File: src/rtl/cache_pkg.sv
// Shared types and address helpers for the direct-mapped cache sequencing controller.
package cache_pkg;

  typedef enum logic [2:0] {
    S_IDLE    = 3'd0,
    S_LOOKUP  = 3'd1,
    S_MEM_REQ = 3'd2,
    S_REFILL  = 3'd3,
    S_RESPOND = 3'd4
  } state_t;

  localparam int BYTE_OFF_W         = 2;
  localparam int DEF_WORDS_PER_LINE = 4;
  localparam int WORD_OFF_W         = $clog2(DEF_WORDS_PER_LINE);

  // Clears the byte and word offset bits, leaving the line-aligned address.
  function automatic logic [63:0] line_base(input logic [63:0] addr, input int word_off_w);
    logic [63:0] mask;
    mask = ~((64'd1 << (word_off_w + BYTE_OFF_W)) - 64'd1);
    return addr & mask;
  endfunction

endpackage

File: src/rtl/cache_ctrl_sat_counter.sv
// Saturating up-counter used for the hit and miss statistics.
module sat_counter #(
  parameter int CNT_W = 16
) (
  input  logic             clk,
  input  logic             rst,
  input  logic             inc,
  output logic [CNT_W-1:0] count
);

  logic [CNT_W-1:0] cnt_q;
  logic [CNT_W-1:0] cnt_d;

  // Next count: hold once all-ones is reached.
  always_comb begin
    cnt_d = cnt_q;
    if (inc && (cnt_q != {CNT_W{1'b1}})) begin
      cnt_d = cnt_q + CNT_W'(1'b1);
    end else begin
      cnt_d = cnt_q;
    end
  end

  // Count register.
  always_ff @(posedge clk or posedge rst) begin
    if (rst) begin
      cnt_q <= {CNT_W{1'b0}};
    end else begin
      cnt_q <= cnt_d;
    end
  end

  assign count = cnt_q;

endmodule

File: src/rtl/cache_ctrl.sv
// Read-only sequencing controller for a direct-mapped cache: lookup, line refill
// from memory on a miss, single-cycle response pulse, saturating hit/miss stats.
module cache_ctrl
  import cache_pkg::*;
#(
  parameter int ADDR_W         = 32,
  parameter int DATA_W         = 32,
  parameter int WORDS_PER_LINE = 4,
  parameter int CNT_W          = 16
) (
  input  logic              clk,
  input  logic              rst,
  input  logic              cpu_req_valid,
  output logic              cpu_req_ready,
  input  logic [ADDR_W-1:0] cpu_addr,
  output logic              cpu_resp_valid,
  output logic [DATA_W-1:0] cpu_resp_data,
  output logic              cpu_resp_hit,
  output logic [ADDR_W-1:0] cache_addr,
  input  logic              cache_hit,
  input  logic [DATA_W-1:0] cache_rdata,
  output logic              cache_fill_we,
  output logic [DATA_W-1:0] cache_fill_data,
  output logic              cache_fill_last,
  output logic              mem_req_valid,
  input  logic              mem_req_ready,
  output logic [ADDR_W-1:0] mem_req_addr,
  input  logic              mem_rvalid,
  input  logic [DATA_W-1:0] mem_rdata,
  output logic [CNT_W-1:0]  hit_count,
  output logic [CNT_W-1:0]  miss_count
);

  localparam int                WOFF_W    = $clog2(WORDS_PER_LINE);
  localparam logic [WOFF_W-1:0] LAST_BEAT = WOFF_W'(WORDS_PER_LINE - 1);
  localparam logic [ADDR_W-1:0] WORD_STEP = ADDR_W'(3'd4);

  state_t            state_q, state_d;
  logic [ADDR_W-1:0] addr_q, addr_d;
  logic [ADDR_W-1:0] cache_addr_q, cache_addr_d;
  logic [ADDR_W-1:0] mem_req_addr_q, mem_req_addr_d;
  logic              mem_req_valid_q, mem_req_valid_d;
  logic [WOFF_W-1:0] beat_q, beat_d;
  logic              req_ready_q, req_ready_d;
  logic              resp_valid_q, resp_valid_d;
  logic              resp_hit_q, resp_hit_d;
  logic [DATA_W-1:0] resp_data_q, resp_data_d;

  logic [WOFF_W-1:0] word_off_s;
  logic [ADDR_W-1:0] line_base_s;
  logic              fill_we_s;
  logic              hit_inc_s;
  logic              miss_inc_s;

  assign word_off_s  = addr_q[BYTE_OFF_W +: WOFF_W];
  assign line_base_s = ADDR_W'(line_base(64'(addr_q), WOFF_W));

  // Fill strobe and data track the memory beat in the same cycle so the write lands at cache_addr.
  assign fill_we_s       = (state_q == S_REFILL) && mem_rvalid;
  assign cache_fill_we   = fill_we_s;
  assign cache_fill_last = fill_we_s && (beat_q == LAST_BEAT);
  assign cache_fill_data = fill_we_s ? mem_rdata : {DATA_W{1'b0}};

  assign hit_inc_s  = (state_q == S_LOOKUP) && cache_hit;
  assign miss_inc_s = (state_q == S_LOOKUP) && !cache_hit;

  // Next-state and next-output computation for the request sequencer.
  always_comb begin
    state_d         = state_q;
    addr_d          = addr_q;
    cache_addr_d    = cache_addr_q;
    mem_req_addr_d  = mem_req_addr_q;
    mem_req_valid_d = mem_req_valid_q;
    beat_d          = beat_q;
    req_ready_d     = req_ready_q;
    resp_valid_d    = 1'b0;
    resp_hit_d      = resp_hit_q;
    resp_data_d     = resp_data_q;
    case (state_q)
      S_IDLE: begin
        req_ready_d = 1'b1;
        if (cpu_req_valid) begin
          addr_d       = cpu_addr;
          cache_addr_d = cpu_addr;
          req_ready_d  = 1'b0;
          state_d      = S_LOOKUP;
        end else begin
          state_d = S_IDLE;
        end
      end
      S_LOOKUP: begin
        if (cache_hit) begin
          resp_data_d  = cache_rdata;
          resp_hit_d   = 1'b1;
          resp_valid_d = 1'b1;
          state_d      = S_RESPOND;
        end else begin
          mem_req_valid_d = 1'b1;
          mem_req_addr_d  = line_base_s;
          state_d         = S_MEM_REQ;
        end
      end
      S_MEM_REQ: begin
        if (mem_req_ready) begin
          mem_req_valid_d = 1'b0;
          beat_d          = {WOFF_W{1'b0}};
          cache_addr_d    = line_base_s;
          state_d         = S_REFILL;
        end else begin
          state_d = S_MEM_REQ;
        end
      end
      S_REFILL: begin
        if (mem_rvalid) begin
          if (beat_q == word_off_s) begin
            resp_data_d = mem_rdata;
          end else begin
            resp_data_d = resp_data_q;
          end
          if (beat_q == LAST_BEAT) begin
            resp_hit_d   = 1'b0;
            resp_valid_d = 1'b1;
            cache_addr_d = addr_q;
            state_d      = S_RESPOND;
          end else begin
            beat_d       = beat_q + WOFF_W'(1'b1);
            cache_addr_d = cache_addr_q + WORD_STEP;
          end
        end else begin
          state_d = S_REFILL;
        end
      end
      S_RESPOND: begin
        req_ready_d = 1'b1;
        state_d     = S_IDLE;
      end
      default: begin
        mem_req_valid_d = 1'b0;
        req_ready_d     = 1'b1;
        state_d         = S_IDLE;
      end
    endcase
  end

  // Sequencer state and registered outputs.
  always_ff @(posedge clk or posedge rst) begin
    if (rst) begin
      state_q         <= S_IDLE;
      addr_q          <= {ADDR_W{1'b0}};
      cache_addr_q    <= {ADDR_W{1'b0}};
      mem_req_addr_q  <= {ADDR_W{1'b0}};
      mem_req_valid_q <= 1'b0;
      beat_q          <= {WOFF_W{1'b0}};
      req_ready_q     <= 1'b1;
      resp_valid_q    <= 1'b0;
      resp_hit_q      <= 1'b0;
      resp_data_q     <= {DATA_W{1'b0}};
    end else begin
      state_q         <= state_d;
      addr_q          <= addr_d;
      cache_addr_q    <= cache_addr_d;
      mem_req_addr_q  <= mem_req_addr_d;
      mem_req_valid_q <= mem_req_valid_d;
      beat_q          <= beat_d;
      req_ready_q     <= req_ready_d;
      resp_valid_q    <= resp_valid_d;
      resp_hit_q      <= resp_hit_d;
      resp_data_q     <= resp_data_d;
    end
  end

  assign cpu_req_ready  = req_ready_q;
  assign cpu_resp_valid = resp_valid_q;
  assign cpu_resp_data  = resp_data_q;
  assign cpu_resp_hit   = resp_hit_q;
  assign cache_addr     = cache_addr_q;
  assign mem_req_valid  = mem_req_valid_q;
  assign mem_req_addr   = mem_req_addr_q;

  sat_counter #(.CNT_W(CNT_W)) u_hit_cnt (
    .clk   (clk),
    .rst   (rst),
    .inc   (hit_inc_s),
    .count (hit_count)
  );

  sat_counter #(.CNT_W(CNT_W)) u_miss_cnt (
    .clk   (clk),
    .rst   (rst),
    .inc   (miss_inc_s),
    .count (miss_count)
  );

endmodule
File: config.mk
export PLATFORM = sky130hd
export DESIGN_NAME = cache_ctrl
export DESIGN_NICKNAME = d
export VERILOG_FILES = /design/src/rtl/cache_pkg.sv /design/src/rtl/cache_ctrl_sat_counter.sv /design/src/rtl/cache_ctrl.sv
export SDC_FILE = /design/constraint.sdc
export NUM_CORES = 1
export LEC_CHECK = 0
export ABC_CLOCK_PERIOD_IN_PS = 5800
export BUFFER_PORTS_ARGS = -buffer_cell sky130_fd_sc_hd__buf_2
export CORE_ASPECT_RATIO = 0.8
export CORE_MARGIN = 2
export CORE_UTILIZATION = 35
export CTS_BUF_LIST = sky130_fd_sc_hd__clkbuf_4
export DETAILED_ROUTE_END_ITERATION = 8
export PLACE_DENSITY = 0.69
export SYNTH_ARGS = -nofsm -noshare
export SYNTH_HDL_FRONTEND = slang
export SYNTH_HIERARCHICAL = 1
export SYNTH_SLANG_ARGS = --single-unit
File: constraint.sdc
create_clock -name clk -period 5.8 [get_ports clk]
set_clock_uncertainty 0.05 [all_clocks]
set_input_delay 0.29 -clock clk [delete_from_list [all_inputs] [get_ports clk]]
set_output_delay 0.29 -clock clk [all_outputs]
set_load 0.005 [all_outputs]
# ---- Yosys cells after proc, flatten, opt, wreduce, memory -nomap -nowiden
# Cells that the tools add are included.
dict set report classes {
  add_sub_neg 4
  n_mul 0
  div 0
  magnitude_cmp 0
  n_eq_ne 17
  n_shift 0
  n_mux 33
  bitwise_logic 2
  reduce_logical 20
}
# operator n
set ops {}
lappend ops {{32-bit 2-to-1 mux} 8}
lappend ops {{32-bit case mux with 3 select lines} 1}
lappend ops {{32-bit case mux with 2 select lines} 1}
lappend ops {{16-bit by 1-bit adder with 16-bit output, second input constant} 2}
lappend ops {{32-bit by 3-bit adder with 32-bit output, second input constant} 1}
lappend ops {{16-bit inequality test, second input constant} 2}
lappend ops {{4-bit AND reduction} 4}
lappend ops {{2-bit inequality test, second input constant} 6}
lappend ops {{3-bit case mux with 4 select lines} 1}
lappend ops {{1-bit 2-to-1 mux} 11}
lappend ops {{3-bit 2-to-1 mux} 3}
lappend ops {{3-bit by 2-bit == test with 1-bit output, second input constant} 2}
lappend ops {{1-bit logical AND} 6}
lappend ops {{2-bit 2-to-1 mux} 3}
lappend ops {{1-bit case mux with 2 select lines} 3}
lappend ops {{3-bit OR reduction} 2}
lappend ops {{2-bit by 1-bit inequality test with 1-bit output, second input constant} 2}
lappend ops {{2-bit case mux with 2 select lines} 1}
lappend ops {{2-bit AND reduction} 2}
lappend ops {{2-bit nonzero test} 2}
lappend ops {{3-bit by 1-bit == test with 1-bit output, second input constant} 1}
lappend ops {{3-bit == test, second input constant} 1}
lappend ops {{3-bit zero test} 1}
lappend ops {{3-bit by 2-bit inequality test with 1-bit output, second input constant} 1}
lappend ops {{other kinds (8)} 9}
dict set report totals {
  register_bits 165
  latchBits 0
  ram_bits 0
  mem_bits_ro 0
  inputBits 102
  out_inout_bits 166
  memories 0
}

# ---- Longest topological paths before layout
dict set report depth {
  word_depth 4
  depth_mapped 9
}

# ---- Hierarchy
# Netlist, hierarchy kept.
# module instances cells_per_inst area_per_inst_um2 seq_area_each_um2
set by_module_without_submodules {}
lappend by_module_without_submodules {cache_ctrl 1 757 6677.7 3329.4}
lappend by_module_without_submodules {sat_counter 2 71 805.8 400.4}

# ---- Worst setup path before layout
# OpenSTA, ideal clock, no wires.
dict set report synth_path {
  kind {register to register}
  start {register state_q[0]}
  end {register u_miss_cnt.cnt_q[14] (netlist: u_miss_cnt/count[14])}
  setup_ns 0.125
  arrival_time_ns 2.173
  required_ns 5.625
  path_slack_ns 3.453
  stages_incl_launch_ff 9
  n_path_buf 2
  path_cell_list {dfrtp_1 > clkbuf_1 > nand2_1 > nor3_1 > clkbuf_1 > and4_1 > nand3_1 > nor2_1 > mux2_2}
}
dict set report synth_between {
  elab_chain_len 3
}
# item line_no
set synth_rtl {}
lappend synth_rtl {{from (decl)} cache_ctrl.sv:38} ;# state_t state_q, state_d;
lappend synth_rtl {{from (signal assigned)} cache_ctrl.sv:159} ;# state_q <= state_d;
lappend synth_rtl {{3-bit by 1-bit == test with 1-bit output} cache_ctrl.sv:65} ;# assign miss_inc_s = (state_q == S_LOOKUP) && !cache_hit;
lappend synth_rtl {{1-bit logical AND} cache_ctrl.sv:65}
lappend synth_rtl {{net miss_inc_s} cache_ctrl.sv:53} ;# logic miss_inc_s;
lappend synth_rtl {{1-bit logical AND} cache_ctrl_sat_counter.sv:17} ;# if (inc && (cnt_q != {CNT_W{1'b1}})) begin
lappend synth_rtl {{to (signal assigned)} cache_ctrl_sat_counter.sv:27} ;# cnt_q <= {CNT_W{1'b0}};
lappend synth_rtl {{to (signal assigned)} cache_ctrl_sat_counter.sv:29} ;# cnt_q <= cnt_d;
lappend synth_rtl {{to (decl)} cache_ctrl_sat_counter.sv:11} ;# logic [CNT_W-1:0] cnt_q;
# The timed path passes the listed nets, and every way through them passes these cells.
# A chain may end at the register's enable or synchronous reset.

# ---- Worst setup path after layout
dict set report layout_path {
  start {register state_q[1]}
  end {output port cache_fill_data[14]}
}
dict set report layout_between {
  elab_chain_len 3
}
# item line_no
set layout_rtl {}
lappend layout_rtl {{3-bit by 2-bit == test with 1-bit output} cache_ctrl.sv:59} ;# assign fill_we_s = (state_q == S_REFILL) && mem_rvalid;
lappend layout_rtl {{1-bit logical AND} cache_ctrl.sv:59}
lappend layout_rtl {{32-bit 2-to-1 mux} cache_ctrl.sv:62} ;# assign cache_fill_data = fill_we_s ? mem_rdata : {DATA_W{1'b0}};
lappend layout_rtl {{to (decl)} cache_ctrl.sv:23} ;# output logic [DATA_W-1:0] cache_fill_data,
# No other way between the ends.

==> impl_metrics.ini <==
[drt]
wl_microns = 26300
route.detailed.drc = 0
wire_per_inst_microns = 16.7
ant_nets = 0
first_pass_iters = 5
viasPerCell = 5.11
drtIter0Drc = 548
via_count = 8044

[sta]
fin_hold_ws_ns = 0.0798
period_needed_ns = 3.38
hold_violations = 0
setup_viol = 0
setup_tns_ns = 0
worstMarginPinSlew_ns = 1.03
slew_viol_final = 0
max_freq_ghz = 0.296
grt_setup_unrepaired = false
max_slew_margin_pct = 31.0
finalWorstSetupSlack_ns = 2.42
fin_crit_sh_pct = 58.2

[setup_path]
critPathRequiredTime_ns = 5.46
cp.depth = 4
slowest_stage = and3_1
r2r_cells = 6
cp.arrival_ns = 3.04
r2r_slack_ns = 2.63
worst-path-buf-inv = 1
critical-path-max-stage-delay_ns = 0.93
path_max_fanout = 33
timing.rr.end = cpu_resp_data[21]
r2r-start = state_q[1]
crit_chain = nor2b_1 -> and3_1 -> and2_1 -> buf_2
setup.worst_path.end = cache_fill_data[14]
critPathCaptureType = primary output
worstSetupStartpoint = state_q[1]
cp_top_family = simple AND/OR/NAND/NOR gates
path_class = reg -> out
start_kind = flip-flop

[synthesis]
synth.avg_cell_area_sq_um = 9.22
ys_seq_area_share_pct = 49.8
async_reset_ff_share_pct = 100
synth-edff-count = 0
synth_area_sq_um = 8290
synthCells = 899
ys_warn_count = 6
yosysUniqueCellTypes = 61
synth_ff_type = dfrtp_1
ys_ff_latch = 165

[global_route]
antenna_found_initial = 2
grt_use_met3_pct = 4.93
grt_pass1_vias = 7508
top_usage_layer = met2
grt_use_met1_pct = 27.0
grt_max_degree = 72
grt-ovfl-total = 0
grtUsageTotal_pct = 20.4
grt_pass1_wl_microns = 40300
gr-usage-met2_pct = 32.9

[floorplan]
die_x_microns = 176
rows = 50
core_sq_um = 23300
die_y_microns = 142
initial_core_util_pct = 35.5
ios = 268
design.die.area_sq_um = 24900

[clock_network]
postCtsSetupBuffers = 0
cts_htree_levels = 4
cts_buffers = 17
path_clk_slew_ns = 0.13
clock-sinks = 165
clock_latency_ns = 0.56
cts_tree = done
cts_root_buffer = clkbuf_4
clockBufferDepth = 2

[place]
dp.cells = 1440
dpl.hpwl_microns = 17900
preCtsSetupSlack_ns = 3.07
gp_congestion = 0.833
io_buffers = 263
dpl-instance-area_sq_um = 9920

[layout]
syn2layout_area_growth_pct = 35.5
fin_cells = 1573
layout_commonest_cell = buf_2
fin_nets = 1352
mostFrequentLayoutCells = buf_2 (263), nand2_1 (214), dfrtp_1 (164), dlygate4sd3_1 (99), nor2_1 (62)
fillerInstances = 2178
post-route-util_pct = 48.1
drive_above_1_share_pct = 28.9
fin_area_sq_um = 11200

[pwr]
power.total_mw = 5.34
powerDensity_nw_per_um2 = 475
ir_drop_mv = 0.214
p_leak_nw = 5.47

[outcome]
status = completed

[run]
maxCapViolCount = 0

[worst_hold_path]
hold_class = in -> reg
-- cell usage after synthesis, types with 12 or more instances --
cell / count / share of area, %
xnor2_1: 30 / 3.2
clkbuf_1: 41 / 1.9
nand3_1: 26 / 1.6
dfrtp_1: 164 / 50
nor2_1: 62 / 2.8
nand4_1: 15 / 1.1
a31oi_1: 35 / 2.6
mux2_2: 34 / 4.6
nor3_1: 12 / 0.72
o2bb2ai_1: 15 / 1.6
and2_1: 36 / 2.7
and3_1: 12 / 0.91
inv_1: 14 / 0.63
nand2_1: 214 / 9.7
o21ai_0: 36 / 2.2
a21oi_1: 49 / 3.0
-- state kept, by name, summed over array words and instances, names as in the netlist --
name and flops:
addr_q 32, cache_addr 32, cpu_resp_data 32, mem_req_addr 28, u_hit_cnt/count 16, u_miss_cnt/count 16, state_q 3, beat_q 2
cpu_req_ready 1, cpu_resp_hit 1, cpu_resp_valid 1, mem_req_valid 1
-- worst min-delay path by stage --
stage	to	slack [ns]	depth (start not counted)	start
2_1_floorplan	u_hit_cnt/count[0]	0.15	1	rst
3_3_place_gp	u_miss_cnt/count[5]	0.40	2	rst
3_5_place_dp	u_miss_cnt/count[7]	0.40	2	rst
4_1_cts	state_q[1]	0.01	4	mem_rvalid
5_1_grt	state_q[1]	0.04	4	mem_rvalid
6_report	state_q[1]	0.08	4	mem_rvalid
-- per-layer routing --
| layer | vias to the layer above | part of all wire (%) |
|---|---|---|
| met2 | 326 | 47 |
| met5 | - | 0 |
| met4 | 0 | 1.7 |
| li1 | 3838 | - |
| met1 | 3852 | 44 |
| met3 | 28 | 7.2 |
-- kinds of logic (layout without fill, tap and decap cells) --
family          after synthesis  after routing  synth area share (%)
simple gates                424            424                  24.9
compound gates              173            173                  13.1
flops                       165            165                  49.8
buf+inv                      62            419                  3.09
mux                          37             37                  4.98
xor+xnor                     33             33                  3.49
fa+ha+maj                     4              4                 0.604
other cells                   1              6                0.0452
-- what timing repair did --
| action | in CTS | in global routing |
|---|---|---|
| gates resized for setup | 0 | 0 |
| hold endpoints to repair | 172 | 0 |
| hold buffers | 99 | 0 |
-- area by class of cell --
| class | count | area, sq um | share of cell area, % |
|---|---|---|---|
| clock inverter | 14 | 188 | 1.67 |
| sequential | 165 | 4130 | 36.8 |
| antenna | 2 | 5.00 | 0.0445 |
| inverter | 14 | 57.6 | 0.512 |
| timing repair buffer | 373 | 2390 | 21.3 |
| clock buffer | 18 | 135 | 1.20 |
| tap | 312 | 390 | 3.47 |
| multi-input combinational | 675 | 3940 | 35.1 |
-- report_power, final --
part	internal, mW	switching, mW	leakage (nW)
logic	1.16	1.29	3.27
clock network	0.318	0.458	0.170
registers	1.63	0.482	2.03
-- worst register-to-register path, delay by kind of cell, from the launching register on --
family | cells | cell delay [ns]
buf+inv | 2 | 0.96
compound gates | 1 | 0.19
flops | 1 | 0.60
simple gates | 3 | 1.35
Note: power is estimated with default switching activity, not from simulation.
